<file path="src/rtl/z80_block_compare_unit.sv">
// Block-compare execute unit (CPI/CPD/CPIR/CPDR): one memory read per iteration,
// then a single-cycle z80fi retire packet carrying the BC/HL/F/IP results.
module z80_block_compare_unit #(
    parameter int ACK_TIMEOUT = 255
) (
    input  logic        clk,
    input  logic        reset_n,
    input  logic        start,
    output logic        ready,
    input  logic [15:0] insn,
    input  logic [7:0]  reg_a_in,
    input  logic [7:0]  reg_f_in,
    input  logic [15:0] reg_bc_in,
    input  logic [15:0] reg_hl_in,
    input  logic [15:0] reg_ip_in,
    output logic        mem_rd_req,
    output logic [15:0] mem_raddr,
    input  logic [7:0]  mem_rdata,
    input  logic        mem_rd_ack,
    output logic        insn_err,
    output logic        z80fi_valid,
    output logic [31:0] z80fi_insn,
    output logic [2:0]  z80fi_insn_len,
    output logic [7:0]  z80fi_mem_rdata,
    output logic [15:0] z80fi_reg_bc_out,
    output logic [15:0] z80fi_reg_hl_out,
    output logic [15:0] z80fi_reg_ip_out,
    output logic [7:0]  z80fi_reg_f_out,
    output logic [1:0]  dbg_state
);

    // Handshakes: start is taken on a rising edge only while ready=1. mem_rd_req stays
    // high with mem_raddr stable until mem_rd_ack is sampled high; ack outside READ is ignored.
    localparam logic [1:0] ST_IDLE   = 2'd0;
    localparam logic [1:0] ST_READ   = 2'd1;
    localparam logic [1:0] ST_RETIRE = 2'd2;

    localparam logic [15:0] TO_LAST = 16'(ACK_TIMEOUT - 1);

    logic [1:0]  state;
    logic [15:0] insn_q;
    logic [7:0]  a_q;
    logic [7:0]  f_q;
    logic [15:0] bc_q;
    logic [15:0] hl_q;
    logic [15:0] ip_q;
    logic [7:0]  m_q;
    logic [15:0] cnt;

    logic        legal;
    logic        timeout;
    logic [7:0]  diff;
    logic [4:0]  half_sum;
    logic [15:0] bc_next;
    logic [15:0] hl_next;
    logic [15:0] ip_next;
    logic [7:0]  f_next;

    always_comb begin
        legal = (insn == 16'hA1ED) || (insn == 16'hA9ED) ||
                (insn == 16'hB1ED) || (insn == 16'hB9ED);
    end

    assign timeout = (ACK_TIMEOUT != 0) && (cnt == TO_LAST);

    // Second opcode byte: bit 3 selects decrement (A9/B9), bit 4 selects repeat (B1/B9).
    always_comb begin
        diff     = a_q - m_q;
        half_sum = {1'b0, a_q[3:0]} + {1'b0, ~m_q[3:0]} + 5'd1;
        bc_next  = bc_q - 16'd1;
        hl_next  = insn_q[11] ? (hl_q - 16'd1) : (hl_q + 16'd1);
        ip_next  = (insn_q[12] && (bc_next != 16'h0000) && (diff != 8'h00)) ? ip_q
                                                                            : ip_q + 16'd2;
        f_next   = {diff[7], diff == 8'h00, f_q[5], half_sum[4], f_q[3],
                    bc_q != 16'h0001, 1'b1, f_q[0]};
    end

    assign ready      = (state == ST_IDLE);
    assign mem_rd_req = (state == ST_READ);
    assign mem_raddr  = (state == ST_READ) ? hl_q : 16'h0000;
    assign dbg_state  = state;

    always_ff @(posedge clk or negedge reset_n) begin
        if (!reset_n) begin
            state            <= ST_IDLE;
            insn_q           <= '0;
            a_q              <= '0;
            f_q              <= '0;
            bc_q             <= '0;
            hl_q             <= '0;
            ip_q             <= '0;
            m_q              <= '0;
            cnt              <= '0;
            insn_err         <= 1'b0;
            z80fi_valid      <= 1'b0;
            z80fi_insn       <= '0;
            z80fi_insn_len   <= '0;
            z80fi_mem_rdata  <= '0;
            z80fi_reg_bc_out <= '0;
            z80fi_reg_hl_out <= '0;
            z80fi_reg_ip_out <= '0;
            z80fi_reg_f_out  <= '0;
        end else begin
            insn_err    <= 1'b0;
            z80fi_valid <= 1'b0;
            case (state)
                ST_IDLE: begin
                    if (start) begin
                        insn_q <= insn;
                        a_q    <= reg_a_in;
                        f_q    <= reg_f_in;
                        bc_q   <= reg_bc_in;
                        hl_q   <= reg_hl_in;
                        ip_q   <= reg_ip_in;
                        cnt    <= '0;
                        if (legal) state    <= ST_READ;
                        else       insn_err <= 1'b1;
                    end
                end
                ST_READ: begin
                    // An ack arriving on the timeout cycle still completes the read.
                    if (mem_rd_ack) begin
                        m_q   <= mem_rdata;
                        state <= ST_RETIRE;
                    end else if (timeout) begin
                        insn_err <= 1'b1;
                        state    <= ST_IDLE;
                    end else begin
                        cnt <= cnt + 16'd1;
                    end
                end
                ST_RETIRE: begin
                    z80fi_valid      <= 1'b1;
                    z80fi_insn       <= {16'h0000, insn_q};
                    z80fi_insn_len   <= 3'd2;
                    z80fi_mem_rdata  <= m_q;
                    z80fi_reg_bc_out <= bc_next;
                    z80fi_reg_hl_out <= hl_next;
                    z80fi_reg_ip_out <= ip_next;
                    z80fi_reg_f_out  <= f_next;
                    state            <= ST_IDLE;
                end
                default: state <= ST_IDLE;
            endcase
        end
    end

endmodule

</file>
<file path="config.mk">
export PLATFORM = sky130hd
export DESIGN_NAME = z80_block_compare_unit
export DESIGN_NICKNAME = d
export VERILOG_FILES = /design/src/rtl/z80_block_compare_unit.sv
export SDC_FILE = /design/constraint.sdc
export NUM_CORES = 1
export LEC_CHECK = 0
export ABC_AREA = 0
export CAP_MARGIN = 20
export CELL_PAD_IN_SITES_DETAIL_PLACEMENT = 0
export CELL_PAD_IN_SITES_GLOBAL_PLACEMENT = 1
export CORE_MARGIN = 2
export CORE_UTILIZATION = 35
export DETAILED_ROUTE_END_ITERATION = 7
export PLACE_DENSITY = 0.82
export SYNTH_ARGS = -nofsm -noshare
export SYNTH_HDL_FRONTEND = slang
export SYNTH_SLANG_ARGS = --single-unit
</file>
<file path="constraint.sdc">
create_clock -name clk -period 2.67 [get_ports clk]
set_clock_uncertainty 0.1 [all_clocks]
set_input_delay 0.6675 -clock clk [delete_from_list [all_inputs] [get_ports clk]]
set_output_delay 0.6675 -clock clk [all_outputs]
set_load 0.05 [all_outputs]
</file>
# Yosys cells after proc, flatten, opt, wreduce, memory -nomap -nowiden

Cells that the tools add are included.

Input bits: 92
Register bits: 187

Bitwise operators: 1
Reductions and logical operators: 14
Eq/ne operators: 13
Muxes and demuxes: 18
Add/sub/neg operators: 8

Operators with widths:

| kind                    | count |
|---|---|
| $mux W16                | 6 |
| $eq A16 B16 Y1 const B  | 4 |
| $add A16 B1 Y16 const B | 2 |
| $pmux W16 S2            | 1 |
| $sub A16 B1 Y16 const B | 2 |
| $add A16 B2 Y16 const B | 1 |
| $eq A16 B8 Y1 const B   | 1 |
| $ne A16 B1 Y1 const B   | 1 |
| $reduce_bool A16 Y1     | 1 |
| $logic_not A8 Y1        | 1 |
| $mux W2                 | 4 |
| $reduce_bool A8 Y1      | 1 |
| $sub A8 B8 Y8           | 1 |
| $ne A2 B2 Y1 const B    | 3 |
| $add A4 B4 Y5           | 1 |
| $add A5 B1 Y5 const B   | 1 |
| $mux W1                 | 5 |
| $not A4 Y4              | 1 |
| $pmux W2 S2             | 1 |
| $reduce_and A2 Y1       | 2 |
| $reduce_and A4 Y1       | 1 |
| $logic_or A1 B1 Y1      | 3 |
| $ne A3 B1 Y1 const B    | 1 |
| $reduce_and A3 Y1       | 1 |
| other kinds (7)         | 8 |

# Logic depth before layout (Yosys ltp)

Gate-level depths: netlist (run 1).

Word-level depth: 7
Gate-level depth with buffers: 13
Mapped depth without buffers: 11

# Least setup slack after synthesis (run 1)

No wires, ideal clock.

Path type: flip-flop to flip-flop
Start point: register a_q[2]
End point: register z80fi_reg_ip_out[11]
Buffers on the path: 1
Stages on the path, launching flop included: 11
Slack: -276 ps
Period minus slack after synthesis: 2946 ps
Data arrival time: 2764 ps
Setup time: 82 ps
Cell sequence: dfrtp_1 ha_1 nor2b_1 o21a_1 a2111o_1 a2111oi_2 and4_1 buf_4 o211ai_4 or4_1 a31oi_1

Cells in the longest elaborated chain, start to end: 4

RTL lines:

| item                   | RTL line | text |
|---|---|---|
| from (decl)            | 42       | `logic [7:0] a_q;` |
| from (signal assigned) | 110      | `a_q <= reg_a_in;` |
| $sub A8 B8 Y8          | 68       | `diff = a_q - m_q;` |
| $reduce_bool A8 Y1     | 72       | `ip_next = (insn_q[12] && (bc_next != 16'h0000) && (diff != 8'h00)) ? ip_q` |
| $logic_and A1 B1 Y1    | 72       |  |
| $mux W16               | 72       |  |
| to (signal assigned)   | 139      | `z80fi_reg_ip_out <= ip_next;` |
| to (decl)              | 27       | `output logic [15:0] z80fi_reg_ip_out,` |

No other way between the ends.
A chain may end at the register's enable or synchronous reset.

# Worst setup path after layout (run 1)

Start point: register a_q[0]
End point: register z80fi_reg_ip_out[9]

Same word-level chain as after synthesis.

==> flow_summary.toml, run 1 <==
[synth]
yosysTopAreaCell = "dfrtp_1"
ys_async_sr_fraction_pct = 100
synth-seq-cells = 183
yosysWarnings = 0
ys_seq_area_share_pct = 51.2
synth_cell_types = 61
ys_top_cells_by_area = "dfrtp_1 51%, mux2_2 8.4%, nand2_1 6.0%, o21ai_0 4.1%, ha_1 3.8%"
synth_top_area_share_pct = 51.2
synthCells = 878
syn_area_per_cell_sq_um = 10.2
synth_edf_count = 0
synth_ff_type = "dfrtp_1"
syn_area_sq_um = 8950

[global_route]
overflow = 0
met1_usage_pct = 23.6
grt_pass1_vias = 7416
busiest_layer = "met2"
grt_first_pass_wirelength_um = 38000
grtUsageMet2_pct = 30.0
grt_max_degree = 54
antenna_found_initial = 0
grt_use_met3_pct = 4.82
grt_use_total_pct = 18.1

[worst_setup_path]
critPathLaunch = "a_q[0]"
crit_required_ns = 2.92
endpoint_kind = "flip-flop"
reg2reg_depth = 11
timing.rr.start = "a_q[0]"
reg2reg_to = "z80fi_reg_ip_out[9]"
crit_arrival_ns = 3.30
cp_max_fo = 5
critical_path_class = "reg2reg"
reg2reg_slack_ns = -0.38
start_kind = "flip-flop"

[finish]
drive_gt1_share_pct = 20.1
design_area_sq_um = 12600
fill_cells = 2315
diodes = 0
postLayoutCoreUtil_pct = 50.1
layout.cells.non_filler = 1472
final_nets = 1251
area_growth_pct = 40.6

[placed_design]
gp_congestion = 0.811
port_buffers = 189
placed_cells = 1437
pre_cts_ws_ns = -0.544
dp_hpwl_um = 16700
dpl_cell_area_sq_um = 11900

[clock_tree]
tritoncts = "done"
hold_buffers = 0
clk_latency_ns = 0.43
root_buffer = "clkbuf_16"
path_clk_slew_ns = 0.07
cts_buffers = 17
cts_sinks = 183
clockBufferDepth = 2
cts_max_level = 4

[power_and_ir_drop]
p_int_uw = 4790
netSwitchingFraction_pct = 26.5
combPwrFrac_pct = 16.1
clkPwrFrac_pct = 37.9
pwr_density_cell_nw_per_um2 = 517
ir_drop_v = 0.000301
seq_power_share_pct = 46.0
p_switching_uw = 1720
power.leakage_uw = 0.00554

[sta]
hold_slack_ns = 0.0935
hold_viol_final = 0
finalCritPeriodShare_pct = 114
clock.fmax_mhz = 328
rsz0062_at_grt = "true"
fin_ws_ns = -0.379
finalCriticalPeriod_ns = 3.05
max_slew_margin_pct = 60.9
setup_viol = 15
maxSlewViolCount = 0
tightestPinTransition_ns = 0.584

[floorplan]
floorplan.initialDensity_pct = 35.6
die-area_sq_um = 26900
fp.dieW_um = 164
rows = 58
fp.dieH_um = 164
io_pins = 213
design.core.area_sq_um = 25100

[drt]
drt_iter0_markers = 390
dr.pass1.iters = 5
ant_nets = 0
via_per_inst = 4.90
wl_um = 23200
drc = 0
routedWlPerCell_um = 15.8
num_vias = 7215

[outcome]
violations = "setup timing"
outcome = "finished, violations left"

[run]
max-cap-violations = 0

[hold_path]
hp-class = "in2async"
## cell families after synthesis
logic type               synth area share (%)
flip-flops                               51.2
buffers and inverters                    4.52
adder cells (fa/ha/maj)                  4.22
AO/OA/AOI/OAI                            11.1
AND/OR/NAND/NOR                          16.6
XOR/XNOR                                 3.82
other                                  0.0419
multiplexers                             8.54
## critical path, cell delays in order (launching register included)
cell and delay, ns:
dfrtp_1 0.37, inv_2 0.08, ha_4 0.14, fa_2 0.21, nor2b_1 0.05, o21a_1 0.21, a2111o_1 0.33, a2111oi_4 0.30
and4_4 0.35, o211ai_4 0.12, or4_1 0.52, a31oi_1 0.16
## worst max-delay path by stage
stage | to | slack [ns] | cells past startpoint
floorplan | z80fi_reg_ip_out[11] | -0.18 | 12
global placement | z80fi_reg_ip_out[11] | -0.47 | 11
detailed placement | z80fi_reg_ip_out[11] | -0.54 | 11
CTS | z80fi_reg_ip_out[13] | -0.37 | 11
global route | z80fi_reg_ip_out[9] | -0.51 | 10
finish | z80fi_reg_ip_out[9] | -0.38 | 11
## synthesized netlist by cell type (all sizes together) (6+ instances only)
cell	n
and2	19
o21ai	76
nor3	13
nand2	143
mux2	67
buf	22
nor2	50
dfrtp	183
clkbuf	34
o31ai	11
nand3	17
nor2b	7
or3	9
ha	27
a21oi	17
inv	31
or4	9
and3	6
nand2b	8
xor2	16
nand4	9
xnor2	23
a31oi	15
## flip-flops by register name (all words and copies together), names as in the netlist, 8 cells and up
name	cells
bc_q	16
cnt	16
hl_q	16
insn_q	16
ip_q	16
z80fi_insn	16
z80fi_reg_bc_out	16
z80fi_reg_hl_out	16
z80fi_reg_ip_out	16
a_q	8
m_q	8
z80fi_mem_rdata	8
z80fi_reg_f_out	8
## through the flow
stage / total power [uW] / TNS [ns]
after CTS: 6590 / -4.10
after floorplan: 3610 / -1.17
after global placement: 4050 / -4.97
after detailed placement: 4060 / -6.31
final: 6510 / -4.20
after global routing: 6840 / -6.72
## timing repair
action,CTS,global route
gates cloned,2,0
endpoints found under the setup margin,18,32
resized for setup,10,11
buffers inserted,2,0
pin swaps,5,8
## power groups by stage
stage               registers, uW  clock network (uW)  logic, uW
detailed placement           3040                   0       1020
global route                 3010                2660       1160
finish                       2990                2470       1050
CTS                          2990                2550       1050
floorplan                    3030                   0        585
global placement             3040                   0       1010
## final cells by class
class	count	area, sq um	area share, %
flip-flops and latches	183	4580	36.4
multi-input cells	627	4170	33.1
repair buffers	270	2740	21.8
clock buffers	21	470	3.74
well taps	330	413	3.28
inverters	31	116	0.924
clock inverters	10	96.3	0.765
## layer usage
layer	up-vias	part of all wire [%]
met3	12	6.3
li1	3520	-
met1	3494	45
met4	0	0.58
met5	-	0
met2	189	48
## cell usage in the layout, fill, tap and decap left out, types with 22 or more instances in the layout
cell,instances
nor2_1,49
dfrtp_1,182
inv_1,28
o21ai_0,70
clkdlybuf4s50_1,170
nand2_1,143
mux2_2,67
xnor2_1,23
buf_4,75
ha_1,24
buf_12,22
Note: power is estimated with default switching activity, not from simulation.
==> run 2: changes to the inputs <==
- REMOVE_ABC_BUFFERS: not set -> 1
==> flow_summary.toml, run 2 (synthesis gave the netlist of run 1 again) <==
[outcome]
outcome = "finished, violations left"
violations = "setup timing"

[floorplan]
floorplan.initialDensity_pct = 35.6
io_pins = 213
design.core.area_sq_um = 25100
fp.dieH_um = 164
rows = 58
die-area_sq_um = 26900
fp.dieW_um = 164

[clock_tree]
cts_max_level = 4
tritoncts = "done"
root_buffer = "clkbuf_16"
path_clk_slew_ns = 0.08
cts_sinks = 183
cts_buffers = 17
clockBufferDepth = 2
clk_latency_ns = 0.43

[sta]
max_slew_margin_pct = 61.6
fin_ws_ns = -0.415
rsz0062_at_grt = "true"
hold_viol_final = 0
tightestPinTransition_ns = 0.575
setup_tns_ns = -4.49
finalCriticalPeriod_ns = 3.09
setup_viol = 15
finalCritPeriodShare_pct = 116
maxSlewViolCount = 0
hold_slack_ns = 0.0487
clock.fmax_mhz = 324

[drt]
num_vias = 7202
routedWlPerCell_um = 15.5
ant_nets = 0
drt_iter0_markers = 372
via_per_inst = 4.86
wl_um = 23100
dr.pass1.iters = 4
drc = 0

[power_and_ir_drop]
ir_drop_v = 0.000287
power.leakage_uw = 0.00559
pwr_density_cell_nw_per_um2 = 517
total_power_uw = 6550

[worst_setup_path]
endpoint_kind = "flip-flop"
reg2reg_slack_ns = -0.42
crit_required_ns = 2.91
critical_path_class = "reg2reg"
reg2reg_to = "z80fi_reg_ip_out[15]"
crit_arrival_ns = 3.33
start_kind = "flip-flop"
timing.rr.start = "a_q[0]"
reg2reg_depth = 11
cp_max_fo = 8

[finish]
fill_cells = 2331
final_common_cell = "dfrtp_1"
postLayoutCoreUtil_pct = 50.4
area_growth_pct = 41.4
multiInputGateArea_sq_um = 4150
drive_gt1_share_pct = 20.6
final_cell_mix = "182 x dfrtp_1, 170 x clkdlybuf4s50_1, 143 x nand2_1"
design_area_sq_um = 12700
final_nets = 1261
regArea_sq_um = 4580
diodes = 0

[hold_path]
hp-class = "in2async"

[placed_design]
dpl_cell_area_sq_um = 11900
port_buffers = 189
gp_congestion = 0.819
dp_hpwl_um = 17000

[global_route]
overflow = 0
antenna_found_initial = 0
grt_max_degree = 66
grt_use_total_pct = 17.5
grt_first_pass_wirelength_um = 37000
grt_pass1_vias = 7121

[run]
max-cap-violations = 0
run 2: power by group:
part	total (uW)	internal [uW]	switching, uW
combinational	1060	548	513
sequential	2990	2890	106
clock	2500	1320	1170
run 2: per-layer routing:
layer	vias up	routed length, um	global-route usage, %
met5	-	0	0
met4	0	350	4.39
met3	21	943	3.03
met2	159	11200	29.8
met1	3486	10500	23.1
li1	3536	-	-
run 2: worst max path at each step:
stage | from | to | slack [ns] | cells after the start
finish | a_q[0] | z80fi_reg_ip_out[15] | -0.42 | 11
CTS | a_q[0] | z80fi_reg_ip_out[11] | -0.39 | 11
global placement | a_q[0] | z80fi_reg_ip_out[14] | -0.46 | 11
floorplan | dbg_state[0] | z80fi_reg_hl_out[14] | -2.08 | 5
detailed placement | a_q[0] | z80fi_reg_ip_out[15] | -0.55 | 11
global route | bc_q[0] | z80fi_reg_ip_out[11] | -0.56 | 10
run 2: critical path: stages (launching register included):
cell,delay [ns]
dfrtp_1,0.38
inv_2,0.08
ha_4,0.14
fa_2,0.20
nor2b_1,0.05
o21a_1,0.19
a2111o_1,0.34
a2111oi_4,0.36
and4_4,0.32
o211ai_4,0.13
or4_1,0.54
a31oi_1,0.17
run 2: through the flow:
stage               setup slack (ns)  instances
CTS                           -0.388       1482
floorplan                      -2.08        839
global placement              -0.457       1445
finish                        -0.415       1483
global route                  -0.563       1483
detailed placement            -0.546       1445
run 2: cell type report:
class | instances | area share (%)
clock buffers | 19 | 3.42
clock inverters | 13 | 1.11
inverters | 31 | 0.919
multi-input cells | 626 | 32.8
flip-flops and latches | 183 | 36.2
well taps | 330 | 3.26
repair buffers | 281 | 22.3
run 2: repair_timing:
action / CTS / global route
hold endpoints to repair: 0 / 0
buffers inserted: 4 / 1
pin swaps: 18 / 9
gates resized for setup: 13 / 16
setup endpoints to repair: 31 / 33
gates cloned: 1 / 0
hold buffers: 0 / 0
